### config.mk
export PLATFORM = sky130hd
export DESIGN_NAME = decode_issue_stage
export DESIGN_NICKNAME = d
export VERILOG_FILES = /design/src/rtl/decode_issue_stage.sv
export SDC_FILE = /design/constraint.sdc
export NUM_CORES = 1
export LEC_CHECK = 0
export ABC_AREA = 1
export CELL_PAD_IN_SITES_DETAIL_PLACEMENT = 0
export CELL_PAD_IN_SITES_GLOBAL_PLACEMENT = 2
export CORE_MARGIN = 2
export CORE_UTILIZATION = 29
export DETAILED_ROUTE_END_ITERATION = 8
export PLACE_DENSITY = 0.84
export SYNTH_ARGS = -nofsm -noshare
export SYNTH_HDL_FRONTEND = slang
export SYNTH_SLANG_ARGS = --single-unit
### constraint.sdc
create_clock -name clock -period 4.4 [get_ports clock]
set_input_delay 0.66 -clock clock [delete_from_list [all_inputs] [get_ports clock]]
set_output_delay 0.66 -clock clock [all_outputs]
set_load 0.005 [all_outputs]
### src/rtl/decode_issue_stage.sv
`default_nettype none
// ============================================================================
// Module   : decode_issue_stage
// Brief    : Decode/issue stage ahead of a 16-entry register file. Holds one
//            instruction, drives rs1/rs2 read addresses, blocks read-after-
//            write hazards with a pending-write scoreboard and issues a
//            registered execute packet aligned with the register file data.
// Options  : STALL_COUNT_EN adds a saturating 16-bit stall_count output.
// Revision : 1.0 - initial release
// ============================================================================
module decode_issue_stage #(
    parameter int NUM_REG = 16,
    parameter int INSTR_W = 16
) (
    input  logic               clock,
    input  logic               reset,
    input  logic               instr_valid,
    input  logic [INSTR_W-1:0] instr,
    output logic               instr_ready,
    output logic [3:0]         rs1,
    output logic [3:0]         rs2,
    output logic               ex_valid,
    input  logic               ex_ready,
    output logic [3:0]         ex_opcode,
    output logic [3:0]         ex_rd,
    output logic [3:0]         ex_imm,
    output logic               ex_wen,
    input  logic               wb_valid,
    input  logic [3:0]         wb_rd,
    output logic               halted
`ifdef STALL_COUNT_EN
    ,
    output logic [15:0]        stall_count
`endif
);

    typedef enum logic [1:0] {
        S_IDLE   = 2'd0,
        S_HOLD   = 2'd1,
        S_HALTED = 2'd2
    } state_t;

    localparam logic [3:0] OP_HALT = 4'hF;

    state_t               state;
    state_t               next_state;
    logic [INSTR_W-1:0]   slot;
    logic [NUM_REG-1:0]   scoreboard;
    logic [NUM_REG-1:0]   scoreboard_next;

    logic [3:0]           opcode;
    logic [3:0]           dst;
    logic [3:0]           src1;
    logic [3:0]           src2;
    logic                 reads_rs1;
    logic                 reads_rs2;
    logic                 writes_rd;
    logic                 holding;
    logic                 blocked;
    logic                 ex_free;
    logic                 issue;
    logic                 transfer;
    logic                 load_slot;

    // Field extraction and opcode class decode of the held instruction.
    always_comb begin
        opcode    = slot[15:12];
        dst       = slot[11:8];
        src1      = slot[7:4];
        src2      = slot[3:0];
        reads_rs1 = (opcode != 4'h0) && (opcode != OP_HALT);
        reads_rs2 = ((opcode >= 4'h1) && (opcode <= 4'h7)) ||
                    ((opcode >= 4'hC) && (opcode <= 4'hE));
        writes_rd = (opcode >= 4'h1) && (opcode <= 4'hB);
    end

    // Hazard check and issue decision; reset suppresses any issue or transfer.
    always_comb begin
        holding = (state == S_HOLD);
        blocked = holding && ((reads_rs1 && scoreboard[src1]) ||
                              (reads_rs2 && scoreboard[src2]));
        ex_free = !ex_valid || ex_ready;
        issue   = reset && holding && !blocked && ex_free;
        rs1     = (reset && holding) ? src1 : 4'h0;
        rs2     = (reset && holding) ? src2 : 4'h0;
        halted  = (state == S_HALTED);
    end

    // Next-state, handshake and slot-load control.
    always_comb begin
        next_state  = state;
        instr_ready = 1'b0;
        load_slot   = 1'b0;
        case (state)
            S_IDLE: begin
                instr_ready = reset;
                if (instr_valid && reset) begin
                    next_state = S_HOLD;
                    load_slot  = 1'b1;
                end
            end
            S_HOLD: begin
                if (issue) begin
                    if (opcode == OP_HALT) begin
                        // A transfer offered alongside HALT issue is refused.
                        next_state = S_HALTED;
                    end else begin
                        instr_ready = 1'b1;
                        if (instr_valid) begin
                            load_slot = 1'b1;
                        end else begin
                            next_state = S_IDLE;
                        end
                    end
                end
            end
            S_HALTED: begin
                next_state = S_HALTED;
            end
            default: begin
                next_state = S_IDLE;
            end
        endcase
        transfer = instr_valid && instr_ready;
    end

    // Scoreboard update: retire clears first, issue set wins on the same register.
    always_comb begin
        scoreboard_next = scoreboard;
        if (wb_valid) begin
            scoreboard_next[wb_rd] = 1'b0;
        end
        if (issue && writes_rd) begin
            scoreboard_next[dst] = 1'b1;
        end
    end

    // State, decode slot and scoreboard registers.
    always_ff @(posedge clock) begin
        if (!reset) begin
            state      <= S_IDLE;
            slot       <= '0;
            scoreboard <= '0;
        end else begin
            state      <= next_state;
            scoreboard <= scoreboard_next;
            if (load_slot && transfer) begin
                slot <= instr;
            end
        end
    end

    // Execute packet: loaded on issue, held until consumed by ex_ready.
    always_ff @(posedge clock) begin
        if (!reset) begin
            ex_valid  <= 1'b0;
            ex_opcode <= 4'h0;
            ex_rd     <= 4'h0;
            ex_imm    <= 4'h0;
            ex_wen    <= 1'b0;
        end else if (issue) begin
            ex_valid  <= 1'b1;
            ex_opcode <= opcode;
            ex_rd     <= dst;
            ex_imm    <= src2;
            ex_wen    <= writes_rd;
        end else if (ex_ready) begin
            ex_valid  <= 1'b0;
        end
    end

`ifdef STALL_COUNT_EN
    // Saturating count of HOLD cycles where only the scoreboard blocks issue.
    always_ff @(posedge clock) begin
        if (!reset) begin
            stall_count <= 16'h0000;
        end else if (blocked && ex_free && (stall_count != 16'hFFFF)) begin
            stall_count <= stall_count + 16'h0001;
        end
    end
`endif

endmodule
`default_nettype wire

==> impl_metrics.ini, run 1 <==
[floorplan]
rows = 34
initial_utilization = 0.297
core_area_um2 = 8640
die_y_um = 98.0
die_x_um = 98.0
ios = 49
die_area_um2 = 9610

[placed_design]
dpl.cell_count = 542
portBuffers = 48
gp_congestion = 0.820
dp_hpwl_um = 5460

[yosys]
syn_nets = 427
postSynthCellCount = 402
synthesis.area_um2 = 2560
postSynthAreaPerCell_um2 = 6.38
ys_warn_count = 0
ys_types = 21
synth_seq_cells = 48
yosysSeqAreaShare = 0.375

[sta]
rsz0062_at_grt = false
min_period_over_period = 0.789
period_minus_slack_ns = 3.47
slew_headroom = 0.253
setup_tns_ns = 0
whs_ns = 0.469
worstMarginPinSlew_ns = 1.12
fin_worst_skew_ns = 0.00830
maxSlewViolCount = 0
hold_viol = 0
setup_viol = 0
max_freq_mhz = 288

[critical_path]
crit_type = register to output port
setup.worst_path.start_class = register
required_ns = 3.74
end_kind = output port
crit_buf_inv = 3
path_cells = inv_2 -> nand2_1 -> nand2_1 -> nand2_1 -> nand3_1 -> a21oi_1 -> nor2_1 -> nor2_4 -> buf_4 -> nand2_2 -> o22ai_1 -> clkdlybuf4s50_1
cp_top_family = buffers and inverters
arrival_ns = 2.81
critical_path.most_common_cell = nand2_1
crit_slowest_cell = dfxtp_1
cp_max_fo = 31
cpPeakStageDelay_ns = 0.53

[finish]
diodes = 0
syn_to_final_growth_pct = 25.5
layout_common_cells = 89 x nand2_1, 61 x nand3_1, 50 x a21oi_1, 49 x nor2_1
stdcell_count = 550
final_core_util = 0.373
final_nets = 466
layout.area.seq_um2 = 961
multiInputGateArea_um2 = 1320
final_common_cell = nand2_1
fill_cells = 958
drive_gt1_frac = 0.0452

[clock_network]
cts.path.max_buffers = 2
cts.sinks = 48
clk_latency_ns = 0.30
cts_setup_buffers = 0
ctsRootBufferMaster = clkbuf_8
postCtsHoldBufs = 0
cts_resized = 0
clkTransAtPathRegs_ns = 0.09
cts_made_buffers = 5
cts-htree-levels = 2
cts_tree = built

[routing]
drtIter0Drc = 96
ant_nets = 0
wl_per_cell_um = 13.4
vias = 2622
drc = 0
drt_wl_total_um = 7370
drtPass1Iterations = 4
via_per_inst = 4.77

[power]
power_density_nw_per_um2 = 315
power.internal_uw = 719
pwr-share-seq = 0.471
power.share.switching = 0.291
p_sw_uw = 295
p_clk_frac = 0.332
leakage_uw = 0.00124
irDropWorstVdd_uv = 142
p_comb_frac = 0.197

[run]
cap_violations = 0

[global_route]
antenna_found_initial = 0
grt_max_degree = 33
grt_use_total = 0.154
overflow = 0
grt_pass1_vias = 2533
grt_pass1_wl_um = 12300

[outcome]
status = completed

[min_path]
min_path_type = register to register
-- worst reg2reg max path, delay by kind of cell, from the launching register on --
| family | cells | cell delay [ns] |
|---|---|---|
| flops | 1 | 0.53 |
| buf+inv | 2 | 0.44 |
| simple gates | 8 | 1.10 |
| compound gates | 2 | 0.48 |
-- cells in the mapped netlist --
| cell type | number | area share |
|---|---|---|
| dfxtp_1 | 48 | 0.37 |
| buf_6 | 4 | 0.018 |
| nor2_2 | 1 | 0.0024 |
| nor3_1 | 1 | 0.0020 |
| o22ai_1 | 2 | 0.0049 |
| nand2_1 | 89 | 0.13 |
| buf_2 | 4 | 0.0078 |
| or2_0 | 1 | 0.0024 |
| o21ai_0 | 14 | 0.027 |
| nand2_2 | 1 | 0.0024 |
| nand3_1 | 61 | 0.12 |
| o31ai_1 | 2 | 0.0059 |
| nand3_2 | 1 | 0.0039 |
| inv_2 | 3 | 0.0044 |
| nor2_1 | 49 | 0.072 |
| buf_4 | 2 | 0.0059 |
| a21oi_1 | 50 | 0.098 |
| nor2_4 | 1 | 0.0044 |
| inv_1 | 41 | 0.060 |
| nand4_1 | 16 | 0.039 |
| clkbuf_1 | 11 | 0.016 |
-- through the flow --
step	instance area, µm²	worst slack [ns]	total power (µW)
6_report	3220	0.927	1010
5_1_grt	3220	0.650	1080
4_1_cts	3220	0.890	1030
3_5_place_dp	3100	0.980	689
3_3_place_gp	3100	0.976	688
2_1_floorplan	2560	2.08	621
-- logic make-up (layout without fill, tap and decap cells) --
group | after synthesis | in the layout | share of synthesized area
compound gates | 68 | 68 | 0.136
buf+inv | 65 | 105 | 0.112
simple gates | 221 | 221 | 0.378
flops | 48 | 48 | 0.375
-- flip-flops by register name, indices dropped and copies added (netlist names) --
name	count
ex_rd	4
ex_valid	1
ex_wen	1
ex_imm	4
slot	16
scoreboard	16
state	2
ex_opcode	4
-- layer usage --
metal | track usage | part of all wire | wire, µm
met5 | 0 | 0 | 0
met4 | 0.0374 | 0.013 | 93
met3 | 0.0293 | 0.033 | 244
met2 | 0.246 | 0.45 | 3320
met1 | 0.214 | 0.50 | 3710
-- final cells by class --
class	count	share of cell area
Tap cell	108	0.0420
Sequential cell	48	0.299
Multi-Input combinational cell	289	0.409
Inverter	44	0.0513
Timing Repair Buffer	53	0.161
Clock buffer	6	0.0257
Clock inverter	2	0.0121
-- power by group through the flow --
| stage | sequential, µW | clock, µW | combinational [µW] |
|---|---|---|---|
| floorplan | 478 | 0 | 143 |
| global placement | 488 | 0 | 200 |
| detailed placement | 488 | 0 | 201 |
| CTS | 478 | 348 | 202 |
| global route | 481 | 369 | 227 |
| finish | 478 | 337 | 200 |
-- final timing paths --
path	from	slack, ns	endpoint	cells after the start
setup reg to reg	slot[4]$_SDFFE_PN0P_	1.76	slot[0]$_SDFFE_PN0P_	12
hold reg to reg	ex_opcode[3]$_SDFFE_PN0N_	0.47	ex_opcode[3]$_SDFFE_PN0N_	2
setup / recovery	slot[4]$_SDFFE_PN0P_	0.93	instr_ready	12
hold / removal	ex_opcode[3]$_SDFFE_PN0N_	0.47	ex_opcode[3]$_SDFFE_PN0N_	2
Power figures use the tool's default switching activity.
==> run 2, diff against run 1 <==
--- a/config.mk
+++ b/config.mk
@@ -9,9 +9,9 @@
 export CELL_PAD_IN_SITES_DETAIL_PLACEMENT = 0
 export CELL_PAD_IN_SITES_GLOBAL_PLACEMENT = 2
 export CORE_MARGIN = 2
-export CORE_UTILIZATION = 29
+export CORE_UTILIZATION = 27
 export DETAILED_ROUTE_END_ITERATION = 8
-export PLACE_DENSITY = 0.84
+export PLACE_DENSITY = 0.79
 export SYNTH_ARGS = -nofsm -noshare
 export SYNTH_HDL_FRONTEND = slang
 export SYNTH_SLANG_ARGS = --single-unit
==> constraint.sdc (replaced) <==
create_clock -name clock -period 3.27 [get_ports clock]
set_input_delay 0.4905 -clock clock [delete_from_list [all_inputs] [get_ports clock]]
set_output_delay 0.4905 -clock clock [all_outputs]
set_load 0.005 [all_outputs]
==> impl_metrics.ini, run 2 (same netlist as run 1, synthesis figures left out) <==
[outcome]
status = completed

[sta]
fin_worst_skew_ns = 0.00949
setup_viol = 0
maxSlewViolCount = 0
max_freq_mhz = 334
whs_ns = 0.467
worstMarginPinSlew_ns = 0.583
hold_viol = 0
rsz0062_at_grt = false
fin_ws_ns = 0.278
setup_tns_ns = 0
period_minus_slack_ns = 2.99
slew_headroom = 0.611
min_period_over_period = 0.915

[finish]
final_core_util = 0.353
layout_common_cells = 89 x nand2_1, 61 x nand3_1, 50 x a21oi_1, 49 x nor2_1
layout.area.seq_um2 = 961
stdcell_count = 574
final_nets = 469
diodes = 0
drive_gt1_frac = 0.0517
top_regs = scoreboard x16, slot x16
multiInputGateArea_um2 = 1320
final_common_cell = nand2_1
fill_cells = 1008
syn_to_final_growth_pct = 27.1

[routing]
drtIter0Drc = 92
vias = 2639
drt_wl_total_um = 7750
drtPass1Iterations = 4
ant_nets = 0
wl_per_cell_um = 13.5
drc = 0
via_per_inst = 4.60

[clock_network]
clkTransAtPathRegs_ns = 0.10
postCtsHoldBufs = 0
ctsRootBufferMaster = clkbuf_8
cts_made_buffers = 5
clk_latency_ns = 0.31
cts.path.max_buffers = 2
cts_resized = 0
cts.sinks = 48
cts_tree = built
cts-htree-levels = 2
cts_setup_buffers = 0

[min_path]
min_path_type = register to register

[critical_path]
arrival_ns = 2.50
cp_max_fo = 12
crit_type = register to output port
required_ns = 2.78
setup.worst_path.start_class = register
end_kind = output port

[placed_design]
dp_hpwl_um = 5810
dp_slack_ns = 0.492
gp_congestion = 0.821
dpl.cell_count = 566
portBuffers = 48

[floorplan]
initial_utilization = 0.277
ios = 49
die_x_um = 101
rows = 35
die_area_um2 = 10300
die_y_um = 101
core_area_um2 = 9240

[power]
power_density_nw_per_um2 = 420
irDropWorstVdd_uv = 173
leakage_uw = 0.00125

[run]
cap_violations = 0

[global_route]
overflow = 0
antenna_found_initial = 0
grt_max_degree = 33
grt_pass1_vias = 2547
grt_pass1_wl_um = 12800
grt_use_total = 0.158
-- run 2: changes by cell type in the layout (fill, tap and decap cells not counted) --
cell / previous run / this run
buf_4: 5 / 8
clkbuf_8: 6 / 5
clkinv_4: 1 / 0
clkinvlp_4: 0 / 1
inv_6: 0 / 1
-- run 2: routing by layer --
layer  global-route usage  part of all wire  wire length [µm]
met4               0.0572             0.025               197
met3               0.0297             0.034               263
met1                0.221              0.50              3870
met5                    0                 0                 0
met2                0.243              0.44              3420
-- run 2: power breakdown --
group | leakage (µW) | internal, µW | total [µW] | switching [µW]
combinational | 0.000804 | 112 | 279 | 168
sequential | 0.000390 | 612 | 643 | 30.9
clock | 0.0000548 | 231 | 447 | 217
total | 0.00125 | 954 | 1370 | 415
-- run 2: cell type report --
| type | count | share of cell area |
|---|---|---|
| inverter | 44 | 0.0507 |
| clock buffer | 5 | 0.0211 |
| tap | 129 | 0.0495 |
| clock inverter | 3 | 0.0142 |
| sequential | 48 | 0.295 |
| multi-input combinational | 289 | 0.404 |
| timing repair buffer | 56 | 0.166 |
-- run 2: critical path, cell delays in order, from the launching register on --
cell,delay (ns)
dfxtp_1,0.53
inv_2,0.16
nand2_1,0.11
nand3_1,0.07
nand3_1,0.09
nand3_1,0.08
nand3_1,0.07
nand2_1,0.08
nor2_4,0.28
nand2_2,0.09
o22ai_1,0.12
clkdlybuf4s50_1,0.53
-- run 2: final timing paths --
path,startpoint,to,slack (ns),cells after the start
max,slot[0]$_SDFFE_PN0P_,instr_ready,0.28,11
min,ex_opcode[1]$_SDFFE_PN0N_,ex_opcode[1]$_SDFFE_PN0N_,0.47,2
max reg2reg,slot[0]$_SDFFE_PN0P_,slot[11]$_SDFFE_PN0P_,0.65,13
min reg2reg,ex_opcode[1]$_SDFFE_PN0N_,ex_opcode[1]$_SDFFE_PN0N_,0.47,2
-- run 2: per-stage QoR --
stage	cell area, µm²	power (µW)
3_5_place_dp	3140	936
5_1_grt	3260	1460
4_1_cts	3260	1390
6_report	3260	1370
2_1_floorplan	2560	836
3_3_place_gp	3140	938
==> run 3, diff against run 2 <==
--- a/config.mk
+++ b/config.mk
@@ -10,6 +10,7 @@
 export CELL_PAD_IN_SITES_GLOBAL_PLACEMENT = 2
 export CORE_MARGIN = 2
 export CORE_UTILIZATION = 27
+export CTS_CLUSTER_SIZE = 8
 export DETAILED_ROUTE_END_ITERATION = 8
 export PLACE_DENSITY = 0.79
 export SYNTH_ARGS = -nofsm -noshare
==> results of run 3 <==
Same layout as run 2: the final DEF is identical, and so are final timing and power.
